===== src/rtl/vga_pkg.sv =====
// vga_pkg: shared scheduler state encoding and display geometry for the VGA/SRAM path
package vga_pkg;
    typedef enum logic [1:0] {IDLE, RD, WR} sched_state_t;
    localparam int DEF_ADDR_W = 20;
    localparam int DEF_DATA_W = 16;
    localparam int TEXT_COLS = 80;
    localparam int TEXT_ROWS = 30;
endpackage


===== src/rtl/vga_sram_scheduler_if.sv =====
// vga_sram_scheduler_if: line-buffer, renderer-write and SRAM pin bundle around the scheduler
interface vga_sram_scheduler_if import vga_pkg::*; #(
    parameter int ADDR_W = DEF_ADDR_W,
    parameter int DATA_W = DEF_DATA_W
);
    logic              line_start;
    logic [ADDR_W-1:0] line_base;
    logic              buf_we;
    logic [6:0]        buf_addr;
    logic [DATA_W-1:0] buf_data;
    logic              fetch_done;
    logic              overrun;
    logic              wr_valid;
    logic              wr_ready;
    logic [ADDR_W-1:0] wr_addr;
    logic [DATA_W-1:0] wr_data;
    logic [ADDR_W-1:0] sram_addr;
    logic [DATA_W-1:0] sram_dq_o;
    logic              sram_dq_oe;
    logic [DATA_W-1:0] sram_dq_i;
    logic              sram_ce_n;
    logic              sram_oe_n;
    logic              sram_we_n;
    modport master (
        input  line_start, line_base, wr_valid, wr_addr, wr_data, sram_dq_i,
        output buf_we, buf_addr, buf_data, fetch_done, overrun, wr_ready,
               sram_addr, sram_dq_o, sram_dq_oe, sram_ce_n, sram_oe_n, sram_we_n
    );
    modport slave (
        output line_start, line_base, wr_valid, wr_addr, wr_data, sram_dq_i,
        input  buf_we, buf_addr, buf_data, fetch_done, overrun, wr_ready,
               sram_addr, sram_dq_o, sram_dq_oe, sram_ce_n, sram_oe_n, sram_we_n
    );
endinterface


===== src/rtl/sram_access_timer.sv =====
// sram_access_timer: counts cycles of the current SRAM access and flags its last cycle and write-enable window
module sram_access_timer #(
    parameter int ACCESS_CYCLES = 2
) (
    input  logic CLK,
    input  logic RST,
    input  logic busy,
    output logic last,
    output logic we_win
);
    localparam int CW = $clog2(ACCESS_CYCLES);
    logic [CW-1:0] cnt;
    // advance through the access and wrap to zero on its last cycle so chained accesses start fresh
    always_ff @(posedge CLK or posedge RST)
        if (RST) cnt <= '0;
        else cnt <= (busy && !last) ? cnt + 1'b1 : '0;
    assign last = busy && cnt == CW'(ACCESS_CYCLES - 1);
    assign we_win = busy && !last;
endmodule


===== src/rtl/vga_sram_scheduler.sv =====
// vga_sram_scheduler: shares the frame-buffer SRAM between display line prefetch (priority) and renderer writes
module vga_sram_scheduler import vga_pkg::*; #(
    parameter int ADDR_W = DEF_ADDR_W,
    parameter int DATA_W = DEF_DATA_W,
    parameter int WORDS_PER_LINE = TEXT_COLS,
    parameter int ACCESS_CYCLES = 2
) (
    input logic CLK,
    input logic RST,
    vga_sram_scheduler_if.master bus
);
    sched_state_t state, state_nxt;
    logic last, we_win, pend, pend_nxt, abrt, rd_ok, decide, wr_fire, last_word;
    logic [6:0] idx, idx_nxt;
    logic [ADDR_W-1:0] base, base_nxt, acc_addr;
    logic [DATA_W-1:0] wd;

    sram_access_timer #(.ACCESS_CYCLES(ACCESS_CYCLES)) u_timer (
        .CLK, .RST, .busy(state != IDLE), .last, .we_win
    );

    assign bus.wr_ready = state == IDLE && !pend && !bus.line_start;
    assign wr_fire = bus.wr_valid && bus.wr_ready;
    assign last_word = idx == 7'(WORDS_PER_LINE - 1);
    assign rd_ok = state == RD && last && !abrt && !bus.line_start;
    assign decide = state == IDLE || last;
    assign bus.sram_addr = acc_addr;
    assign bus.sram_dq_o = wd;
    assign bus.sram_dq_oe = state == WR;
    assign bus.sram_ce_n = state == IDLE;
    assign bus.sram_oe_n = state != RD;
    assign bus.sram_we_n = !(state == WR && we_win);

    // fetch bookkeeping and the arbitration decision, taken in IDLE or on the last cycle of an access
    always_comb begin
        base_nxt = bus.line_start ? bus.line_base : base;
        idx_nxt = bus.line_start ? 7'd0 : idx + 7'(rd_ok);
        pend_nxt = bus.line_start || (pend && !(rd_ok && last_word));
        state_nxt = !decide ? state : pend_nxt ? RD : wr_fire ? WR : IDLE;
    end

    // state register
    always_ff @(posedge CLK or posedge RST)
        if (RST) state <= IDLE;
        else state <= state_nxt;

    // line fetch progress, latched access address/data, and line-buffer write-back of completed reads
    always_ff @(posedge CLK or posedge RST) begin
        if (RST) begin
            base <= '0;
            idx <= '0;
            pend <= 1'b0;
            abrt <= 1'b0;
            acc_addr <= '0;
            wd <= '0;
            bus.overrun <= 1'b0;
            bus.buf_we <= 1'b0;
            bus.fetch_done <= 1'b0;
            bus.buf_addr <= '0;
            bus.buf_data <= '0;
        end else begin
            base <= base_nxt;
            idx <= idx_nxt;
            pend <= pend_nxt;
            abrt <= state == RD && !last && (abrt || bus.line_start);
            bus.overrun <= bus.overrun || (bus.line_start && (pend || state == RD));
            if (decide && state_nxt == RD) acc_addr <= base_nxt + ADDR_W'(idx_nxt);
            else if (wr_fire) begin
                acc_addr <= bus.wr_addr;
                wd <= bus.wr_data;
            end
            bus.buf_we <= rd_ok;
            bus.fetch_done <= rd_ok && last_word;
            if (rd_ok) begin
                bus.buf_addr <= idx;
                bus.buf_data <= bus.sram_dq_i;
            end
        end
    end
endmodule


===== src/flat_wrapper.sv =====
// flat-port wrapper written by rule: the top's interface ports become plain ports
module vga_sram_scheduler_flat import vga_pkg::*;
#(
    parameter int ADDR_W = DEF_ADDR_W,
    parameter int DATA_W = DEF_DATA_W,
    parameter int WORDS_PER_LINE = TEXT_COLS,
    parameter int ACCESS_CYCLES = 2
)
  (CLK, RST, bus_line_start, bus_line_base, bus_wr_valid, bus_wr_addr, bus_wr_data, bus_sram_dq_i, bus_buf_we, bus_buf_addr, bus_buf_data, bus_fetch_done, bus_overrun, bus_wr_ready, bus_sram_addr, bus_sram_dq_o, bus_sram_dq_oe, bus_sram_ce_n, bus_sram_oe_n, bus_sram_we_n);
  vga_sram_scheduler_if #(.ADDR_W(ADDR_W), .DATA_W(DATA_W)) bus_i ();
  input logic CLK;
  input logic RST;
  input wire logic [$bits(bus_i.line_start)-1:0] bus_line_start;
  input wire logic [$bits(bus_i.line_base)-1:0] bus_line_base;
  input wire logic [$bits(bus_i.wr_valid)-1:0] bus_wr_valid;
  input wire logic [$bits(bus_i.wr_addr)-1:0] bus_wr_addr;
  input wire logic [$bits(bus_i.wr_data)-1:0] bus_wr_data;
  input wire logic [$bits(bus_i.sram_dq_i)-1:0] bus_sram_dq_i;
  output wire logic [$bits(bus_i.buf_we)-1:0] bus_buf_we;
  output wire logic [$bits(bus_i.buf_addr)-1:0] bus_buf_addr;
  output wire logic [$bits(bus_i.buf_data)-1:0] bus_buf_data;
  output wire logic [$bits(bus_i.fetch_done)-1:0] bus_fetch_done;
  output wire logic [$bits(bus_i.overrun)-1:0] bus_overrun;
  output wire logic [$bits(bus_i.wr_ready)-1:0] bus_wr_ready;
  output wire logic [$bits(bus_i.sram_addr)-1:0] bus_sram_addr;
  output wire logic [$bits(bus_i.sram_dq_o)-1:0] bus_sram_dq_o;
  output wire logic [$bits(bus_i.sram_dq_oe)-1:0] bus_sram_dq_oe;
  output wire logic [$bits(bus_i.sram_ce_n)-1:0] bus_sram_ce_n;
  output wire logic [$bits(bus_i.sram_oe_n)-1:0] bus_sram_oe_n;
  output wire logic [$bits(bus_i.sram_we_n)-1:0] bus_sram_we_n;
  assign bus_i.line_start = bus_line_start;
  assign bus_i.line_base = bus_line_base;
  assign bus_i.wr_valid = bus_wr_valid;
  assign bus_i.wr_addr = bus_wr_addr;
  assign bus_i.wr_data = bus_wr_data;
  assign bus_i.sram_dq_i = bus_sram_dq_i;
  assign bus_buf_we = bus_i.buf_we;
  assign bus_buf_addr = bus_i.buf_addr;
  assign bus_buf_data = bus_i.buf_data;
  assign bus_fetch_done = bus_i.fetch_done;
  assign bus_overrun = bus_i.overrun;
  assign bus_wr_ready = bus_i.wr_ready;
  assign bus_sram_addr = bus_i.sram_addr;
  assign bus_sram_dq_o = bus_i.sram_dq_o;
  assign bus_sram_dq_oe = bus_i.sram_dq_oe;
  assign bus_sram_ce_n = bus_i.sram_ce_n;
  assign bus_sram_oe_n = bus_i.sram_oe_n;
  assign bus_sram_we_n = bus_i.sram_we_n;
  vga_sram_scheduler #(.ADDR_W(ADDR_W), .DATA_W(DATA_W), .WORDS_PER_LINE(WORDS_PER_LINE), .ACCESS_CYCLES(ACCESS_CYCLES)) u_core (.CLK(CLK), .RST(RST), .bus(bus_i));
endmodule

===== config.mk =====
export PLATFORM = sky130hd
export DESIGN_NAME = vga_sram_scheduler_flat
export DESIGN_NICKNAME = d
export VERILOG_FILES = /design/src/rtl/vga_pkg.sv /design/src/rtl/vga_sram_scheduler_if.sv /design/src/rtl/sram_access_timer.sv /design/src/rtl/vga_sram_scheduler.sv /design/src/flat_wrapper.sv
export SDC_FILE = /design/constraint.sdc
export NUM_CORES = 1
export LEC_CHECK = 0
export CAP_MARGIN = 25
export CORE_ASPECT_RATIO = 0.5
export CORE_MARGIN = 2
export CORE_UTILIZATION = 49
export DETAILED_ROUTE_END_ITERATION = 12
export GPL_ROUTABILITY_DRIVEN = 0
export HOLD_SLACK_MARGIN = 0.1
export PLACE_DENSITY_LB_ADDON = 0.1
export SYNTH_ARGS = -nofsm -noshare
export SYNTH_HDL_FRONTEND = slang
export SYNTH_SLANG_ARGS = --single-unit

===== constraint.sdc =====
create_clock -name CLK -period 5.5 [get_ports CLK]
set_input_delay 1.65 -clock CLK [delete_from_list [all_inputs] [get_ports CLK]]
set_output_delay 1.65 -clock CLK [all_outputs]
set_load 0.01 [all_outputs]

==> results of run 1 <==
==> kinds of logic (layout without fill, tap and decap cells) <==
kind of cell	count (synthesis)	count (layout)	synth area share
AOI/OAI and AO/OA	69	69	0.111
xor gates and xnor gates	18	18	0.0372
adders and majority gates	10	10	0.0313
buffers and inverters	26	179	0.0263
DFF	94	94	0.555
muxes	46	46	0.120
and+or+nand+nor	109	109	0.118
==> worst max-delay path, delay by kind of cell <==
kind | cells | cell delay, ns
AND/OR/NAND/NOR | 1 | 0.41
buffers and inverters | 3 | 1.30
==> cells in the final DEF, fill, tap and decap left out, types with 2 or more instances in the layout <==
master and n:
a21o_1 4, a21oi_1 10, a221o_1 7, a22o_1 2
a22oi_1 13, a31o_2 2, and3_1 2, buf_4 9
clkbuf_16 9, clkdlybuf4s50_1 142, clkinv_2 3, clkinvlp_4 2
dfrtp_1 94, ha_1 9, inv_1 9, inv_6 2
mux2_2 38, mux2i_1 8, nand2_1 59, nand3_1 9
nand3b_1 2, nand4_1 5, nand4b_1 2, nor2_1 17
nor2b_1 2, nor3_1 2, o211ai_1 6, o21ai_0 19
xnor2_1 8, xor2_1 10
==> per-layer routing <==
layer  wire (um)  vias to the layer above  track usage
li1            -                     1613            -
met1        5040                     1634        0.328
met2        4840                      108        0.369
met3         608                       11       0.0541
met4          89                        0       0.0556
met5           0                        -            0
==> registers in the layout, indices dropped and copies added (netlist names), 2 cells and up <==
| signal | cells |
|---|---|
| u_core.base | 20 |
| u_core.bus.buf_addr | 7 |
| u_core.bus.buf_data | 16 |
| u_core.bus.sram_addr | 20 |
| u_core.bus.sram_dq_o | 16 |
| u_core.idx | 7 |
| u_core.state | 2 |
==> worst paths after layout <==
| check | from | to | slack [ns] |
|---|---|---|---|
| setup / recovery | bus_line_start | bus_wr_ready | 0.48 |
| hold / removal | u_core.bus.overrun | u_core.bus.overrun | 0.47 |
| setup reg to reg | u_core.state[0] | u_core.bus.sram_addr[19] | 1.88 |
| hold reg to reg | u_core.bus.overrun | u_core.bus.overrun | 0.47 |
| max in group asynchronous | RST | u_core.idx[2] | 3.12 |
| min in group asynchronous | RST | u_core.bus.buf_data[13] | 1.56 |
==> Yosys cell counts, drive strengths merged (2+ instances only) <==
cell type and number:
dfrtp 94, nand2 59, mux2 38, o21ai 19, nor2 17, a22oi 13
inv 11, a21oi 10, buf 10, xor2 10, ha 9, nand3 9
mux2i 8, xnor2 8, a221o 7, o211ai 6, nand4 5, a21o 4
clkbuf 4, nor3 3, a22o 2, a31o 2, and3 2, nand3b 2
nand4b 2, nor2b 2, or3b 2
==> power groups by stage <==
stage / registers (mW) / clock network, mW / logic, mW
after detailed placement: 0.970 / 0 / 0.867
after global placement: 0.967 / 0 / 0.855
final: 0.963 / 0.577 / 0.860
after CTS: 0.963 / 0.587 / 0.869
after floorplan: 1.03 / 0 / 0.349
after global routing: 0.983 / 0.624 / 0.932
==> area by class of cell <==
type / count / area share
well taps: 112 / 0.0231
inverters: 12 / 0.00783
flip-flops and latches: 94 / 0.387
clock buffers: 10 / 0.0377
clock inverters: 6 / 0.00762
multi-input cells: 252 / 0.292
repair buffers: 151 / 0.245
==> impl_metrics.yaml, run 1 <==
outcome:
  outcome: "complete, no violations"
cells_and_area:
  area_growth_pct: 43.5
  final_core_util: 0.741
  stdcell_area_mm2: 0.00608
  drive_gt1_frac: 0.135
  multi_input_area_mm2: 0.00177
  num_antenna_cells: 0
  seq_area_mm2: 0.00235
  finalNetCount: 606
  fill_cells: 627
  finalNonFillerCells: 637
floorplanning:
  die-area_mm2: 0.00945
  die_w_um: 135
  fp.dieH_um: 69.7
  start_util: 0.516
  rows: 23
  pin_count: 143
  core_mm2: 0.00820
drt:
  wl_per_cell_um: 16.6
  drt_iter0_markers: 212
  drc: 0
  via_count: 3366
  antenna_left: 0
  dr.pass1.iters: 4
  via_per_inst: 5.28
  drt_wl_total_um: 10600
pwr:
  comb_power_share: 0.358
  p_clk_frac: 0.240
  power_mw: 2.40
  switching_power_mw: 0.734
  max-vdd-ir-drop_v: 0.000261
  intPower_mw: 1.67
  switching_share: 0.306
  seqPwrFrac: 0.401
  p_leak_nw: 2.70
  power_density_mw_per_mm2: 395
clocking:
  clockBufferDepth: 2
  cts_root_buffer: "clkbuf_16"
  clkSinkCount: 94
  clk_pin_slew_ns: 0.06
  clock_latency_ns: 0.34
  cts_buffers: 9
  hold_buffers: 0
  postCtsSetupBuffers: 0
  h-tree-depth: 3
  cts.repair.resized: 0
  cts_tree: "yes"
worst_setup_path:
  arrival_ns: 3.37
  path_cells: "clkdlybuf4s50_1 > buf_4 > nor4_1 > clkdlybuf4s50_1"
  crit_required_ns: 3.85
  slowest_delay_ns: 0.62
  cp_max_fo: 24
  critPathCaptureType: "output port"
  crit_slowest_cell: "clkdlybuf4s50_1"
  cp_common_cell: "clkdlybuf4s50_1"
  worstSetupPathType: "primary input to output port"
  reg2reg_depth: 16
  cp-start-kind: "primary input"
global_route:
  grt_pass1_vias: 3424
  antenna_found_initial: 0
  grt_pass1_wl_um: 17200
  overflow: 0
  grt_usage: 0.233
  grt_max_degree: 43
timing:
  fin_crit_ns: 5.02
  drv_slew: 0
  setup_tns_ns: 0
  rsz0062_at_grt: "false"
  max_freq_ghz: 0.199
  fin_ws_ns: 0.480
  slew_headroom: 0.574
  hold_slack_ns: 0.471
  finalClockSkew_ns: 0.00668
  worst_pin_slew_ns: 0.638
  post-route-period-util: 0.913
  final_hold_viol_count: 0
  finalSetupViolCount: 0
run:
  max_cap_viol_count: 0
logic_synthesis:
  yosysTopAreaCell: "dfrtp_1"
  yosysSeqAreaShare: 0.555
  ys_warn_count: 0
  synth_area_mm2: 0.00424
  synth_edf_count: 0
  ys_ff_latch: 94
  avgSynthCellArea_um2: 11.4
  synthCells: 372
  synth_fp_nets: 458
  synth_top_area_frac: 0.555
  yosys-top-cells-area: "dfrtp_1 56%, mux2_2 10%, nand2_1 5.2%"
  synth.distinct_cells: 47
  async_reset_ff_frac: 1.00
  synthFlopType: "dfrtp_1"
placed_design:
  dp_slack_ns: 0.372
  placed_cells: 621
  dpl.hpwl_um: 7840
  port_buffers: 142
  placed_cell_area_mm2: 0.00580
min_path:
  whs_path_depth: 1
  hold_class: "register to register"
(Power assumes the default switching activity.)
==> run 2, diff against run 1 <==
Settings changed: PLACE_DENSITY from default to 0.94, PLACE_DENSITY_LB_ADDON 0.1 to default.
==> impl_metrics.yaml, run 2 (synthesis gave the netlist of run 1 again) <==
global_route:
  overflow: 0
  grt_pass1_vias: 3558
  grt_max_degree: 51
  grt_pass1_wl_um: 18600
  antenna_found_initial: 0
  grt_usage: 0.255
run:
  max_cap_viol_count: 0
drt:
  drt_wl_total_um: 11700
  via_per_inst: 5.56
  drt_iter0_markers: 225
  antenna_left: 0
  dr.pass1.iters: 4
  wl_per_cell_um: 18.4
  via_count: 3534
  drc: 0
timing:
  max_freq_ghz: 0.199
  rsz0062_at_grt: "false"
  slew_headroom: 0.420
  fin_ws_ns: 0.487
  post-route-period-util: 0.911
  final_hold_viol_count: 0
  drv_slew: 0
  finalClockSkew_ns: 0.00916
  worst_pin_slew_ns: 0.870
  setup_tns_ns: 0
  finalSetupViolCount: 0
  fin_crit_ns: 5.01
clocking:
  postCtsSetupBuffers: 0
  clk_pin_slew_ns: 0.07
  cts_tree: "yes"
  cts.repair.resized: 0
  cts_root_buffer: "clkbuf_16"
  hold_buffers: 0
  clockBufferDepth: 2
  cts_buffers: 9
  clkSinkCount: 94
  clock_latency_ns: 0.35
  h-tree-depth: 3
worst_setup_path:
  crit_slowest_cell: "clkdlybuf4s50_1"
  path_cells: "clkdlybuf4s50_1 > nor2_1 > nand3_1 > inv_1 > ha_1 > ha_1 > and3_1 > nand3_1 > xor2_1 > nor2_1 > ha_1 > a21oi_1 > o21ai_0 > o21ai_0 > mux2_2 > o211ai_1"
  slowest_delay_ns: 0.47
  crit_required_ns: 5.75
  cp-start-kind: "primary input"
  reg2reg_depth: 16
  r2r-start: "u_core.state[0]"
  r2r_setup_slack_ns: 1.73
  arrival_ns: 5.26
  r2r-end: "u_core.bus.sram_addr[19]"
  cp_max_fo: 6
  worstSetupPathType: "primary input to register"
  critPathCaptureType: "register"
  cp_common_cell: "ha_1"
cells_and_area:
  drive_gt1_frac: 0.135
  final_core_util: 0.748
  num_antenna_cells: 0
  area_growth_pct: 44.8
  final_common_cell: "clkdlybuf4s50_1"
  final_cell_mix: "142 x clkdlybuf4s50_1, 94 x dfrtp_1, 59 x nand2_1"
  finalNetCount: 605
min_path:
  min_to: "u_core.bus.overrun"
  hp-start: "u_core.bus.overrun"
  whs_path_depth: 1
  hold_class: "register to register"
pwr:
  p_leak_nw: 2.73
  max-vdd-ir-drop_v: 0.000219
  power_density_mw_per_mm2: 416
placed_design:
  port_buffers: 142
  dp_slack_ns: 0.328
  dpl.hpwl_um: 8290
floorplanning:
  die-area_mm2: 0.00945
  pin_count: 143
  die_w_um: 135
  core_mm2: 0.00820
  fp.dieH_um: 69.7
  rows: 23
  start_util: 0.516
outcome:
  outcome: "complete, no violations"
run 2: cell count changes in the layout (fill, tap and decap cells not counted):
cell / before / now
buf_4: 9 / 8
bufinv_16: 0 / 3
clkbuf_1: 1 / 0
clkinv_2: 3 / 5
clkinv_4: 1 / 0
clkinvlp_4: 2 / 1
inv_6: 2 / 0
run 2: stage by stage:
step | cells | instance area, um^2 | power (mW) | hold slack [ns]
after CTS | 636 | 6130 | 2.56 | 0.477
after detailed placement | 620 | 5790 | 1.84 | 0.462
after global routing | 636 | 6130 | 2.66 | 0.499
final | 636 | 6130 | 2.55 | 0.475
after floorplan | 372 | 4240 | 1.38 | 0.476
after global placement | 620 | 5790 | 1.81 | 0.452
run 2: area by class of cell:
class / count / area (um^2)
clock buffers: 9 / 225
clock inverters: 7 / 113
fillers: 545 / 2070
inverters: 12 / 47.5
multi-input cells: 252 / 1770
flip-flops and latches: 94 / 2350
well taps: 112 / 140
repair buffers: 150 / 1480
run 2: power by group:
part / internal [mW] / switching [mW] / leakage [nW]
Combinational: 0.491 / 0.388 / 1.40
Clock: 0.442 / 0.266 / 0.165
Sequential: 0.866 / 0.0977 / 1.17
Total: 1.80 / 0.752 / 2.73
run 2: per-layer routing:
layer | vias up | part of all wire | wire length [um] | GRT usage
met5 | - | 0 | 0 | 0
met4 | 0 | 0.026 | 309 | 0.108
met3 | 31 | 0.063 | 741 | 0.0643
met2 | 151 | 0.49 | 5780 | 0.426
met1 | 1741 | 0.42 | 4890 | 0.317
li1 | 1611 | - | - | -
run 2: critical path, delay by kind of cell:
kind,cells,cell delay [ns]
adders and majority gates,3,0.69
xor gates and xnor gates,1,0.18
and+or+nand+nor,5,0.83
buffers and inverters,2,0.56
AOI/OAI and AO/OA,4,0.96
muxes,1,0.38
run 2: worst max path at each step:
stage,endpoint,slack [ns],startpoint
2_1_floorplan,u_core.bus.sram_addr[17],0.49,bus_line_start
3_3_place_gp,u_core.bus.sram_addr[19],0.48,bus_line_start
3_5_place_dp,u_core.bus.sram_addr[17],0.33,bus_line_start
4_1_cts,u_core.bus.sram_addr[19],0.56,bus_line_start
5_1_grt,u_core.bus.sram_addr[19],0.25,bus_line_start
6_report,u_core.bus.sram_addr[19],0.49,bus_line_start
